[src/rtl/adat_in_stream.sv]
// ADAT receiver capture stage: edge-detects each decoded frame, double-buffers it
// (shadow + stream buffer) and streams the channels one word per valid/ready beat.
module adat_in_stream #(
  parameter int NUM_CH         = 8,
  parameter int WIDTH          = 24,
  parameter int TIMEOUT_CYCLES = 4096,
  parameter int LOCK_FRAMES    = 2
) (
  input  logic                              clk,
  input  logic                              rst,
  input  logic                              in_valid,
  input  logic                              in_ready,
  input  logic [2:0]                        in_user,
  input  logic [NUM_CH-1:0][WIDTH-1:0]      in_audio,
  output logic                              out_valid,
  input  logic                              out_ready,
  output logic signed [WIDTH-1:0]           out_data,
  output logic [$clog2(NUM_CH)-1:0]         out_chan,
  output logic                              out_first,
  output logic                              out_last,
  output logic [2:0]                        out_user,
  output logic                              locked,
  output logic [7:0]                        overrun_count,
  output logic [7:0]                        bad_count
);

  localparam int CH_W  = $clog2(NUM_CH);
  localparam int TMO_W = $clog2(TIMEOUT_CYCLES + 1);
  localparam int CV_W  = $clog2(LOCK_FRAMES + 1);

  localparam logic [CH_W-1:0]  LAST_CH = CH_W'(NUM_CH - 1);
  localparam logic [TMO_W-1:0] TMO_MAX = TMO_W'(TIMEOUT_CYCLES);
  localparam logic [CV_W-1:0]  CV_MAX  = CV_W'(LOCK_FRAMES);

  typedef enum logic {
    S_IDLE,
    S_STREAM
  } state_t;

  function automatic logic [7:0] sat_inc8(input logic [7:0] v);
    return (v == 8'hFF) ? v : v + 8'd1;
  endfunction

  function automatic logic [CV_W-1:0] sat_inc_cv(input logic [CV_W-1:0] v);
    return (v >= CV_MAX) ? CV_MAX : v + CV_W'(1);
  endfunction

  function automatic logic [TMO_W-1:0] sat_inc_tmo(input logic [TMO_W-1:0] v);
    return (v >= TMO_MAX) ? TMO_MAX : v + TMO_W'(1);
  endfunction

  // Control state
  logic                 rdy_q;
  state_t               state_q, state_d;
  logic [CH_W-1:0]      ch_q, ch_d;
  logic                 shadow_full_q, shadow_full_d;
  logic [CV_W-1:0]      cv_q, cv_d;
  logic [TMO_W-1:0]     tmo_q, tmo_d;
  logic                 locked_q, locked_d;
  logic [7:0]           overrun_q, overrun_d;
  logic [7:0]           bad_q, bad_d;

  // Data storage (not reset; always qualified by control state)
  logic [NUM_CH-1:0][WIDTH-1:0] sh_audio_q, sh_audio_d;
  logic [2:0]                   sh_user_q, sh_user_d;
  logic [NUM_CH-1:0][WIDTH-1:0] buf_q, buf_d;
  logic [2:0]                   buf_user_q, buf_user_d;

  logic cap;
  logic cap_valid;
  logic cap_bad;
  logic xfer;
  logic shadow_free;
  logic load;

  // Capture-event detection: rdy_q resets high so a level held through reset is ignored
  always_comb begin
    cap       = in_ready & ~rdy_q;
    cap_valid = cap & in_valid;
    cap_bad   = cap & ~in_valid;
  end

  // Stream FSM: IDLE waits for a full shadow, STREAM walks ch 0..NUM_CH-1
  always_comb begin
    state_d = state_q;
    ch_d    = ch_q;
    xfer    = 1'b0;
    case (state_q)
      S_IDLE: begin
        if (shadow_full_q) begin
          xfer    = 1'b1;
          ch_d    = '0;
          state_d = S_STREAM;
        end
      end
      S_STREAM: begin
        if (out_ready) begin
          if (ch_q != LAST_CH) begin
            ch_d = ch_q + CH_W'(1);
          end else if (shadow_full_q) begin
            xfer = 1'b1;
            ch_d = '0;
          end else begin
            ch_d    = '0;
            state_d = S_IDLE;
          end
        end
      end
      default: begin
        state_d = S_IDLE;
        ch_d    = '0;
      end
    endcase
  end

  // A shadow emptied by this cycle's transfer can accept this cycle's capture
  always_comb begin
    shadow_free   = ~shadow_full_q | xfer;
    load          = cap_valid & shadow_free;
    shadow_full_d = shadow_full_q;
    if (load) begin
      shadow_full_d = 1'b1;
    end else if (xfer) begin
      shadow_full_d = 1'b0;
    end
    overrun_d = overrun_q;
    if (cap_valid && !shadow_free) begin
      overrun_d = sat_inc8(overrun_q);
    end
    bad_d = bad_q;
    if (cap_bad) begin
      bad_d = sat_inc8(bad_q);
    end
  end

  always_comb begin
    sh_audio_d = sh_audio_q;
    sh_user_d  = sh_user_q;
    buf_d      = buf_q;
    buf_user_d = buf_user_q;
    if (load) begin
      sh_audio_d = in_audio;
      sh_user_d  = in_user;
    end
    if (xfer) begin
      buf_d      = sh_audio_q;
      buf_user_d = sh_user_q;
    end
  end

  // Lock tracking: consecutive-valid counter plus a saturating silence timeout
  always_comb begin
    cv_d     = cv_q;
    tmo_d    = tmo_q;
    locked_d = locked_q;
    if (cap_valid) begin
      cv_d  = sat_inc_cv(cv_q);
      tmo_d = '0;
      if (cv_d == CV_MAX) begin
        locked_d = 1'b1;
      end
    end else begin
      tmo_d = sat_inc_tmo(tmo_q);
      if (tmo_d == TMO_MAX) begin
        cv_d     = '0;
        locked_d = 1'b0;
      end
      if (cap_bad) begin
        cv_d     = '0;
        locked_d = 1'b0;
      end
    end
  end

  always_ff @(posedge clk or posedge rst) begin
    if (rst) begin
      rdy_q         <= 1'b1;
      state_q       <= S_IDLE;
      ch_q          <= '0;
      shadow_full_q <= 1'b0;
      cv_q          <= '0;
      tmo_q         <= '0;
      locked_q      <= 1'b0;
      overrun_q     <= '0;
      bad_q         <= '0;
    end else begin
      rdy_q         <= in_ready;
      state_q       <= state_d;
      ch_q          <= ch_d;
      shadow_full_q <= shadow_full_d;
      cv_q          <= cv_d;
      tmo_q         <= tmo_d;
      locked_q      <= locked_d;
      overrun_q     <= overrun_d;
      bad_q         <= bad_d;
    end
  end

  always_ff @(posedge clk) begin
    sh_audio_q <= sh_audio_d;
    sh_user_q  <= sh_user_d;
    buf_q      <= buf_d;
    buf_user_q <= buf_user_d;
  end

  // Outputs are gated by state so reset forces them to zero without resetting data
  always_comb begin
    out_valid     = (state_q == S_STREAM);
    out_data      = out_valid ? $signed(buf_q[ch_q]) : '0;
    out_chan      = out_valid ? ch_q : '0;
    out_first     = out_valid && (ch_q == '0);
    out_last      = out_valid && (ch_q == LAST_CH);
    out_user      = out_valid ? buf_user_q : 3'b000;
    locked        = locked_q;
    overrun_count = overrun_q;
    bad_count     = bad_q;
  end

endmodule

[config.mk]
export PLATFORM = sky130hd
export DESIGN_NAME = adat_in_stream
export DESIGN_NICKNAME = d
export VERILOG_FILES = /design/src/rtl/adat_in_stream.sv
export SDC_FILE = /design/constraint.sdc
export NUM_CORES = 1
export LEC_CHECK = 0
export CORE_ASPECT_RATIO = 1.5
export CORE_UTILIZATION = 50
export DETAILED_ROUTE_END_ITERATION = 6
export DONT_BUFFER_PORTS = 1
export SKIP_CTS_REPAIR_TIMING = 1
export SYNTH_ARGS = -nofsm -noshare
export SYNTH_HDL_FRONTEND = slang
export SYNTH_SLANG_ARGS = --single-unit
[constraint.sdc]
create_clock -name clk -period 28.3 [get_ports clk]
set_clock_uncertainty 0.1 [all_clocks]
set_input_delay 2.83 -clock clk [delete_from_list [all_inputs] [get_ports clk]]
set_output_delay 2.83 -clock clk [all_outputs]
set_load 0.005 [all_outputs]
==> out/qor.txt, run 1 <==
Seq cells post-synth -> 428
Critical path arrival -> 2630 ps
Adder-Cell Fraction of Synth Area -> 0.00579
Post-Syn Area -> 15100 sq um
Compound-gate portion of the synthesized area -> 0.00860
Largest net degree at the start of global routing -> 91
Post-Syn Instances -> 682
Vias in the first global route -> 6616
DR iter-0 viols -> 317
Max Cap Viol -> 0
TritonCTS Sinks -> 428
Final hold slack -> 312 ps
Worst path cell trace -> mux4_2 > mux2i_1 > nor2b_1
Htree depth -> 2
Synth Warn # -> 0
Number of remaining DRC errors -> 0
Main area contributors after synthesis -> edfxtp_1, mux4_2, dfrtp_1
PD cells -> 93.0 nW/um^2
Metal1 wirelength -> 8.47 mm
WP data required -> 25370 ps
CP max stage cell -> dfrtp_4
Max FO, Critical Path -> 53
Area growth syn-to-layout -> 12.2%
Total CTS buffers -> 39
Synth Area in XOR/XNOR -> 0.0139
Initial antenna violation count -> 8
Fmax achieved -> 180 MHz
Fin crit period -> 5560 ps
Element type at the critical path end -> output pin
Drt first pass iters -> 4
Main flop type after synthesis -> edfxtp_1
Die footprint -> 31000 sq um
Global-route wire length before repair -> 37.1 mm
WL met2 -> 14.0 mm
Seq/Total Area, Yosys -> 0.837
Gp weighted congestion -> 0.746
Met3 WL -> 1.97 mm
RSZ-0062 raised after global routing -> no
WS Path Type -> reg2out
CP Buf/Inv Count -> 0
Peak VDD IR -> 0.0000702 V
Post-synth top area cell -> edfxtp_1
Clock Tree Root -> clkbuf_16
Pwr Total -> 1.58 mW
Share of the synthesized area in the top cell type -> 0.774
GRT overflow -> 0
Worst-Skew Late Latency -> 540 ps
Startpoint Class -> register
GRT Overall Usage -> 0.167
Final WS setup -> 22740 ps
Largest stage delay, worst path -> 1170 ps
I/O pins -> 250
CP top delay family -> flip-flops
Filler cells -> 2197
Status -> complete, no violations
Slew HR -> 0.244
Hold Crit Class -> reg2reg
Avg WL per Cell -> 22.1 um
Top sig layer -> met5
Fraction of synthesized area in multiplexers -> 0.0903
Top-count cell post-synth -> edfxtp_1
Pleak -> 5.53 nW
CTS max path bufs -> 3
Unique masters post-synth -> 40
Die X -> 144 um
Cell Rows -> 77
Count of final setup violators -> 0
Worst slack at placement -> 22560 ps
Clock-pin slew on the worst setup and hold paths -> 60 ps
Final TNS setup -> 0 ps
Detailed Route WL -> 25.1 mm
Detail Route Antenna Nets -> 0
Core Box Area -> 29600 sq um
Final Cycle Share -> 0.197
Slew Viols, Final -> 0
Vias per cell -> 5.35
Worst-margin pin slew -> 1130 ps
Synth async-reset ratio -> 0.0888
Most instantiated cells after synthesis -> edfxtp_1, mux4_2, dfrtp_1
Final instance area -> 17000 sq um
Nets -> 914
CTS tree -> yes
Syn Nets -> 889
Starting Density -> 0.511
IO Port Bufs -> 0
Placed Area -> 15600 sq um
Layout cell share with drive strength beyond 1 -> 0.172
Hold Vio Cnt, Final -> 0
DP HPWL -> 16.0 mm
Syn Area/Cell -> 22.2 sq um
Height of the die -> 215 um
Synth Area in Simple Gates -> 0.0356
Post-synth EDFFs -> 390
Main combinational cell family by area after synthesis -> multiplexers
R2r setup slk -> 24230 ps
Total number of vias -> 6088
[through the flow]
step           utilization  cells
3_5_place_dp         0.527   1061
5_1_grt              0.574   1136
3_3_place_gp         0.527   1061
6_report             0.574   1137
2_1_floorplan            -    682
4_1_cts              0.573   1132
[logic make-up (layout without fill, tap and decap cells)]
kind of cell | after synthesis | count (layout)
other | 0 | 5
muxes | 76 | 76
buffers and inverters | 31 | 86
AOI/OAI and AO/OA | 14 | 14
adders and majority gates | 7 | 7
DFF | 428 | 428
and+or+nand+nor | 102 | 102
xor gates and xnor gates | 24 | 24
[registers in the layout (all words and copies together) (netlist names)]
| name | count |
|---|---|
| sh_user_q | 3 |
| buf_user_q | 3 |
| ch_q | 3 |
| rdy_q | 1 |
| cv_q | 2 |
| buf_q | 192 |
| bad_count | 8 |
| out_valid | 1 |
| overrun_count | 8 |
| tmo_q | 13 |
| locked | 1 |
| shadow_full_q | 1 |
| sh_audio_q | 192 |
[final timing paths]
check,start,end,cells past startpoint
setup reg to reg,ch_q[1],sh_audio_q[62],7
hold / removal,sh_audio_q[14],buf_q[14],0
min in group asynchronous,rst,bad_count[5],1
hold reg to reg,sh_audio_q[14],buf_q[14],0
setup / recovery,ch_q[0],out_data[7],3
max in group asynchronous,rst,ch_q[0],2
[placed cells by master (no fill, tap or decap), types with 3 or more instances in the layout]
master and n:
nor2_1 23, diode_2 5, clkbuf_1 7, mux2i_1 25, mux2_2 3, a32o_1 3, and2_1 7, nand2_1 17
ha_1 7, inv_1 8, buf_4 7, nand2b_1 3, xnor2_1 14, clkinv_1 5, nor2b_1 25, clkbuf_16 41
mux4_2 48, edfxtp_1 390, dfrtp_1 33, nand3_1 5, dfrtp_2 3, bufinv_16 7, clkinv_2 5, xor2_1 10
nand4_1 10
[where the power goes]
part | internal (mW) | switching, mW | leakage (nW)
Combinational | 0.108 | 0.0961 | 0.864
Sequential | 0.756 | 0.0708 | 4.01
Clock | 0.331 | 0.217 | 0.660
[layout make-up]
cell class,count,area [sq um],share of cell area
multi-input combinational,223,2350,0.138
inverter,8,30.0,0.00177
timing repair buffer,7,52.6,0.00310
clock buffer,48,1050,0.0620
clock inverter,23,312,0.0184
antenna,5,12.5,0.000737
tap,395,494,0.0291
sequential,428,12700,0.746
[routing by layer]
metal,GRT usage,vias up
li1,-,2756
met1,0.165,3078
met2,0.309,200
met4,0.0699,6
met5,0,-
met3,0.0568,48
Note: power is estimated with default switching activity, not from simulation.
==> run 2: changes to the inputs <==
Settings changed: PLACE_DENSITY set to 0.68.
Clock period 28.3 ns to 4.9 ns, I/O delays scaled along.
==> out/qor.txt, run 2 (synthesis gave the netlist of run 1 again) <==
Number of remaining DRC errors -> 0 (unchanged)
PD cells -> 487 nW/um^2 (+420%)
Vias per cell -> 5.32 (-0.66%)
Drt first pass iters -> 4 (unchanged)
Hold path depth -> 1 (+1)
Critical R2R Capture -> buf_q[22]
Clock Tree Root -> clkbuf_16
Metal1 wirelength -> 10.5 mm (+24%)
Clock-pin slew on the worst setup and hold paths -> 60 ps (about the same)
Max Cap Viol -> 0 (unchanged)
Fmax achieved -> 290 MHz
DP HPWL -> 16.5 mm (+3.3%)
RSZ-0062 raised after global routing -> no
Die X -> 144 um (unchanged)
Core Box Area -> 29600 sq um (unchanged)
CTS max path bufs -> 3 (unchanged)
Element type at the critical path end -> output pin
TritonCTS Sinks -> 428 (unchanged)
WP data required -> 4310 ps (-21060 ps)
Height of the die -> 215 um (unchanged)
Startpoint Class -> register
Area growth syn-to-layout -> 25.0%
Final TNS setup -> 0 ps (unchanged)
WL met2 -> 15.8 mm (+13%)
Count of final setup violators -> 0 (unchanged)
GRT overflow -> 0 (unchanged)
Top sig layer -> met4
RR Startpoint -> ch_q[0]
Initial antenna violation count -> 1 (-7)
Commonest non-fill, non-tap cell in the layout -> edfxtp_1
Detail Route Antenna Nets -> 0 (unchanged)
Min-Delay Endpoint -> cv_q[0]
CTS tree -> yes
R2r setup slk -> 1930 ps (-22300 ps)
Detailed Route WL -> 28.6 mm (+14%)
Final Cycle Share -> 0.705
Worst-margin pin slew -> 1300 ps (+161 ps)
Gp weighted congestion -> 0.754 (+1.0%)
Critical path arrival -> 2860 ps (+230 ps)
Slew HR -> 0.136 (-0.107)
HP Start -> in_valid
Met3 WL -> 1.34 mm (-32%)
Die footprint -> 31000 sq um (unchanged)
Biggest regs -> buf_q: 192 flops, sh_audio_q: 192 flops, tmo_q: 13 flops
Peak VDD IR -> 0.000404 V (+480%)
Slew Viols, Final -> 0 (unchanged)
Largest net degree at the start of global routing -> 196 (+120%)
Cell Rows -> 77 (unchanged)
Most frequent cells in the layout -> edfxtp_1, dlygate4sd3_1, mux4_2
Hold Vio Cnt, Final -> 0 (unchanged)
Starting Density -> 0.511 (unchanged)
Htree depth -> 2 (unchanged)
WS Path Type -> reg2out
Filler cells -> 1961 (-11%)
Nets -> 1112 (+22%)
Worst-Skew Late Latency -> 520 ps (-20 ps)
Total number of vias -> 7080 (+16%)
Fin crit period -> 3450 ps
Status -> complete, no violations
IO Port Bufs -> 0 (unchanged)
Pleak -> 6.34 nW (+15%)
GRT Overall Usage -> 0.171 (+0.00408)
DR iter-0 viols -> 429 (+35%)
Pwr Total -> 9.20 mW (+480%)
Worst reg-to-reg path cell count -> 5 (-2)
Avg WL per Cell -> 21.5 um (-2.7%)
Global-route wire length before repair -> 38.1 mm (+2.8%)
Max FO, Critical Path -> 31 (-42%)
Vias in the first global route -> 6661 (+0.68%)
Hold Crit Class -> in2reg
Layout cell share with drive strength beyond 1 -> 0.134 (-0.0385)
Total CTS buffers -> 39 (unchanged)
I/O pins -> 250 (unchanged)
==> run 2: report_power, final <==
group	internal, mW	switching (mW)	total [mW]
Sequential	4.37	0.233	4.61
Combinational	0.741	0.798	1.54
Clock	1.80	1.26	3.05
Total	6.91	2.29	9.20
==> run 2: cell type report <==
type | count | area (sq um) | share of cell area
Sequential cell | 428 | 12700 | 0.670
Tap cell | 395 | 494 | 0.0261
Inverter | 8 | 30.0 | 0.00159
Clock buffer | 48 | 1050 | 0.0557
Antenna cell | 2 | 5.00 | 0.000265
Multi-Input combinational cell | 223 | 2350 | 0.124
Clock inverter | 22 | 239 | 0.0126
Timing Repair Buffer | 205 | 2060 | 0.109
==> run 2: worst max-delay path: stages, from the launching register on <==
cell     delay, ps
dfrtp_4        740
buf_4          600
mux4_2         580
mux2i_1        230
nor2b_1        130
==> run 2: worst max path at each step <==
stage | start | to | slack, ps | depth (start not counted)
floorplan | in_ready | sh_audio_q[0] | 190 | 4
global placement | ch_q[0] | out_data[2] | 1990 | 4
detailed placement | ch_q[0] | out_data[2] | 1900 | 4
CTS | ch_q[0] | out_data[2] | 1330 | 4
global route | ch_q[0] | out_data[2] | 1240 | 4
finish | ch_q[0] | out_data[2] | 1450 | 4
==> run 2: stage by stage <==
stage / cell area [sq um] / hold slack, ps / worst slack [ps] / util / std cells
2_1_floorplan: 15100 / 300 / 194 / - / 682
3_3_place_gp: 15600 / 300 / 1990 / 0.528 / 1061
3_5_place_dp: 15600 / 305 / 1900 / 0.528 / 1061
4_1_cts: 16900 / -159 / 1330 / 0.572 / 1131
5_1_grt: 18900 / 25.8 / 1240 / 0.639 / 1331
6_report: 18900 / 52.3 / 1450 / 0.639 / 1331
==> run 2: per-layer routing <==
| layer | track usage | vias up |
|---|---|---|
| met2 | 0.305 | 243 |
| met3 | 0.0434 | 57 |
| met4 | 0.0840 | 0 |
| met1 | 0.184 | 3629 |
| li1 | - | 3151 |
| met5 | 0 | - |
==> run 3: changes to the inputs <==
Clock period 4.9 ns to 3.1 ns, I/O delays scaled along.
==> out/qor.txt, run 3 (synthesis gave the netlist of run 1 again) <==
Status -> complete, no violations
Slew Viols, Final -> 0 (unchanged)
Worst path cell trace -> buf_12 > mux4_2 > mux2i_1 > nor2b_1
Worst-margin pin slew -> 937 ps (-358 ps)
Hold Vio Cnt, Final -> 0 (unchanged)
RSZ-0062 raised after global routing -> no
DP HPWL -> 17.0 mm (+2.9%)
Fin crit period -> 2770 ps
Count of final setup violators -> 0 (unchanged)
Filler cells -> 1953 (-0.41%)
Vias per cell -> 5.29 (-0.56%)
Initial antenna violation count -> 4 (+3)
Total number of vias -> 7109 (+0.41%)
Avg WL per Cell -> 22.0 um (+2.6%)
Detailed Route WL -> 29.6 mm (+3.7%)
CP top delay family -> multiplexers
Detail Route Antenna Nets -> 0 (unchanged)
Startpoint Class -> register
Number of remaining DRC errors -> 0 (unchanged)
Max Cap Viol -> 0 (unchanged)
GRT overflow -> 0 (unchanged)
Layout cell share with drive strength beyond 1 -> 0.150 (+0.0164)
Die X -> 144 um (unchanged)
Final instance area -> 19100 sq um (+0.97%)
Final core utilization -> 0.645 (+0.00618)
GRT Overall Usage -> 0.174 (+0.00315)
Worst reg-to-reg path cell count -> 4 (-1)
CTS max path bufs -> 3 (unchanged)
Largest net degree at the start of global routing -> 78 (-60%)
Max FO, Critical Path -> 52 (+68%)
Biggest regs -> buf_q: 192 flops, sh_audio_q: 192 flops, tmo_q: 13 flops
Area growth syn-to-layout -> 26.2%
IO Port Bufs -> 0 (unchanged)
Global-route wire length before repair -> 38.7 mm (+1.5%)
Height of the die -> 215 um (unchanged)
Htree depth -> 2 (unchanged)
Final Cycle Share -> 0.894
Starting Density -> 0.511 (unchanged)
Gp weighted congestion -> 0.745 (-1.2%)
WP data required -> 2690 ps (-1620 ps)
Worst-Skew Late Latency -> 530 ps (about the same)
Crit. path cell count -> 4 (unchanged)
Die footprint -> 31000 sq um (unchanged)
DP Cell Count -> 1072 (+1.0%)
Final std cells w/o fill -> 1344 (+0.98%)
Hold Crit Class -> in2reg
Clock-pin slew on the worst setup and hold paths -> 60 ps (about the same)
Total CTS buffers -> 38 (-2.6%)
Most frequent cells in the layout -> edfxtp_1, dlygate4sd3_1, mux4_2
Fmax achieved -> 361 MHz
Element type at the critical path end -> output pin
CP Buf/Inv Count -> 1 (unchanged)
Pleak -> 6.42 nW (+1.2%)
Largest stage delay, worst path -> 600 ps (-140 ps)
Critical path arrival -> 2360 ps (-500 ps)
Drt first pass iters -> 7 (+3)
CP max stage cell -> mux4_2
WS Path Type -> reg2out
Slew HR -> 0.374 (+0.238)
Peak VDD IR -> 0.000604 V (+49%)
Commonest non-fill, non-tap cell in the layout -> edfxtp_1
Placed Area -> 15800 sq um (+1.0%)
Cell Rows -> 77 (unchanged)
Vias in the first global route -> 6839 (+2.7%)
R2r setup slk -> 700 ps (-1230 ps)
I/O pins -> 250 (unchanged)
CTS tree -> yes
Clock Tree Root -> clkbuf_16
TritonCTS Sinks -> 428 (unchanged)
Hold path depth -> 3 (+2)
Nets -> 1123 (+0.99%)
PD cells -> 771 nW/um^2 (+59%)
Core Box Area -> 29600 sq um (unchanged)
DR iter-0 viols -> 378 (-12%)
==> run 3: cell count changes in the layout (fill, tap and decap cells not counted), moves of 4 or more <==
cell        previous run  this run
buf_4                  5        12
buf_12                 2         6
clkbuf_1               7         3
clkinvlp_4             0         4
==> run 3: per-stage QoR <==
step / setup WS (ps) / power [mW] / hold slack, ps / setup TNS (ps)
final: 329 / 14.7 / 0.392 / 0
after global routing: 225 / 15.3 / 5.96 / 0
after CTS: 313 / 14.6 / -347 / 0
after detailed placement: 753 / 9.73 / 215 / 0
after global placement: 842 / 9.62 / 215 / 0
after floorplan: -1450 / 9.06 / 214 / -486780
==> run 3: worst paths after layout <==
kind,from,endpoint
worst max-delay path,ch_q[0],out_data[0]
worst min-delay path,out_ready,shadow_full_q
worst max register to register,rdy_q,sh_audio_q[26]
worst min register to register,sh_audio_q[77],buf_q[77]
max in group asynchronous,rst,tmo_q[2]
min in group asynchronous,rst,bad_count[7]
==> run 3: power breakdown <==
part	leakage [nW]	switching, mW	internal (mW)
Sequential	4.01	0.276	6.90
Combinational	1.78	1.42	1.24
Clock	0.632	2.03	2.86
==> run 3: area by class of cell <==
| type | instances | area, sq um | area share |
|---|---|---|---|
| well taps | 395 | 494 | 0.0259 |
| repair buffers | 217 | 2200 | 0.115 |
| multi-input cells | 223 | 2380 | 0.125 |
| inverters | 8 | 30.0 | 0.00157 |
| clock buffers | 44 | 1010 | 0.0532 |
| diodes | 4 | 10.0 | 0.000525 |
| flip-flops and latches | 428 | 12700 | 0.664 |
| clock inverters | 25 | 287 | 0.0150 |
==> run 3: layer usage <==
| layer | global-route usage | vias to the layer above | wire length [um] |
|---|---|---|---|
| li1 | - | 3168 | - |
| met1 | 0.185 | 3611 | 10100 |
| met2 | 0.308 | 262 | 16500 |
| met3 | 0.0484 | 68 | 1880 |
| met4 | 0.0918 | 0 | 1120 |
| met5 | 0 | - | 0 |
==> run 3: worst reg2reg max path: cells and delay by family (launching register included) <==
family	cells	cell delay (ps)
compound gates	1	330
simple gates	2	630
buf+inv	1	560
flops	1	370
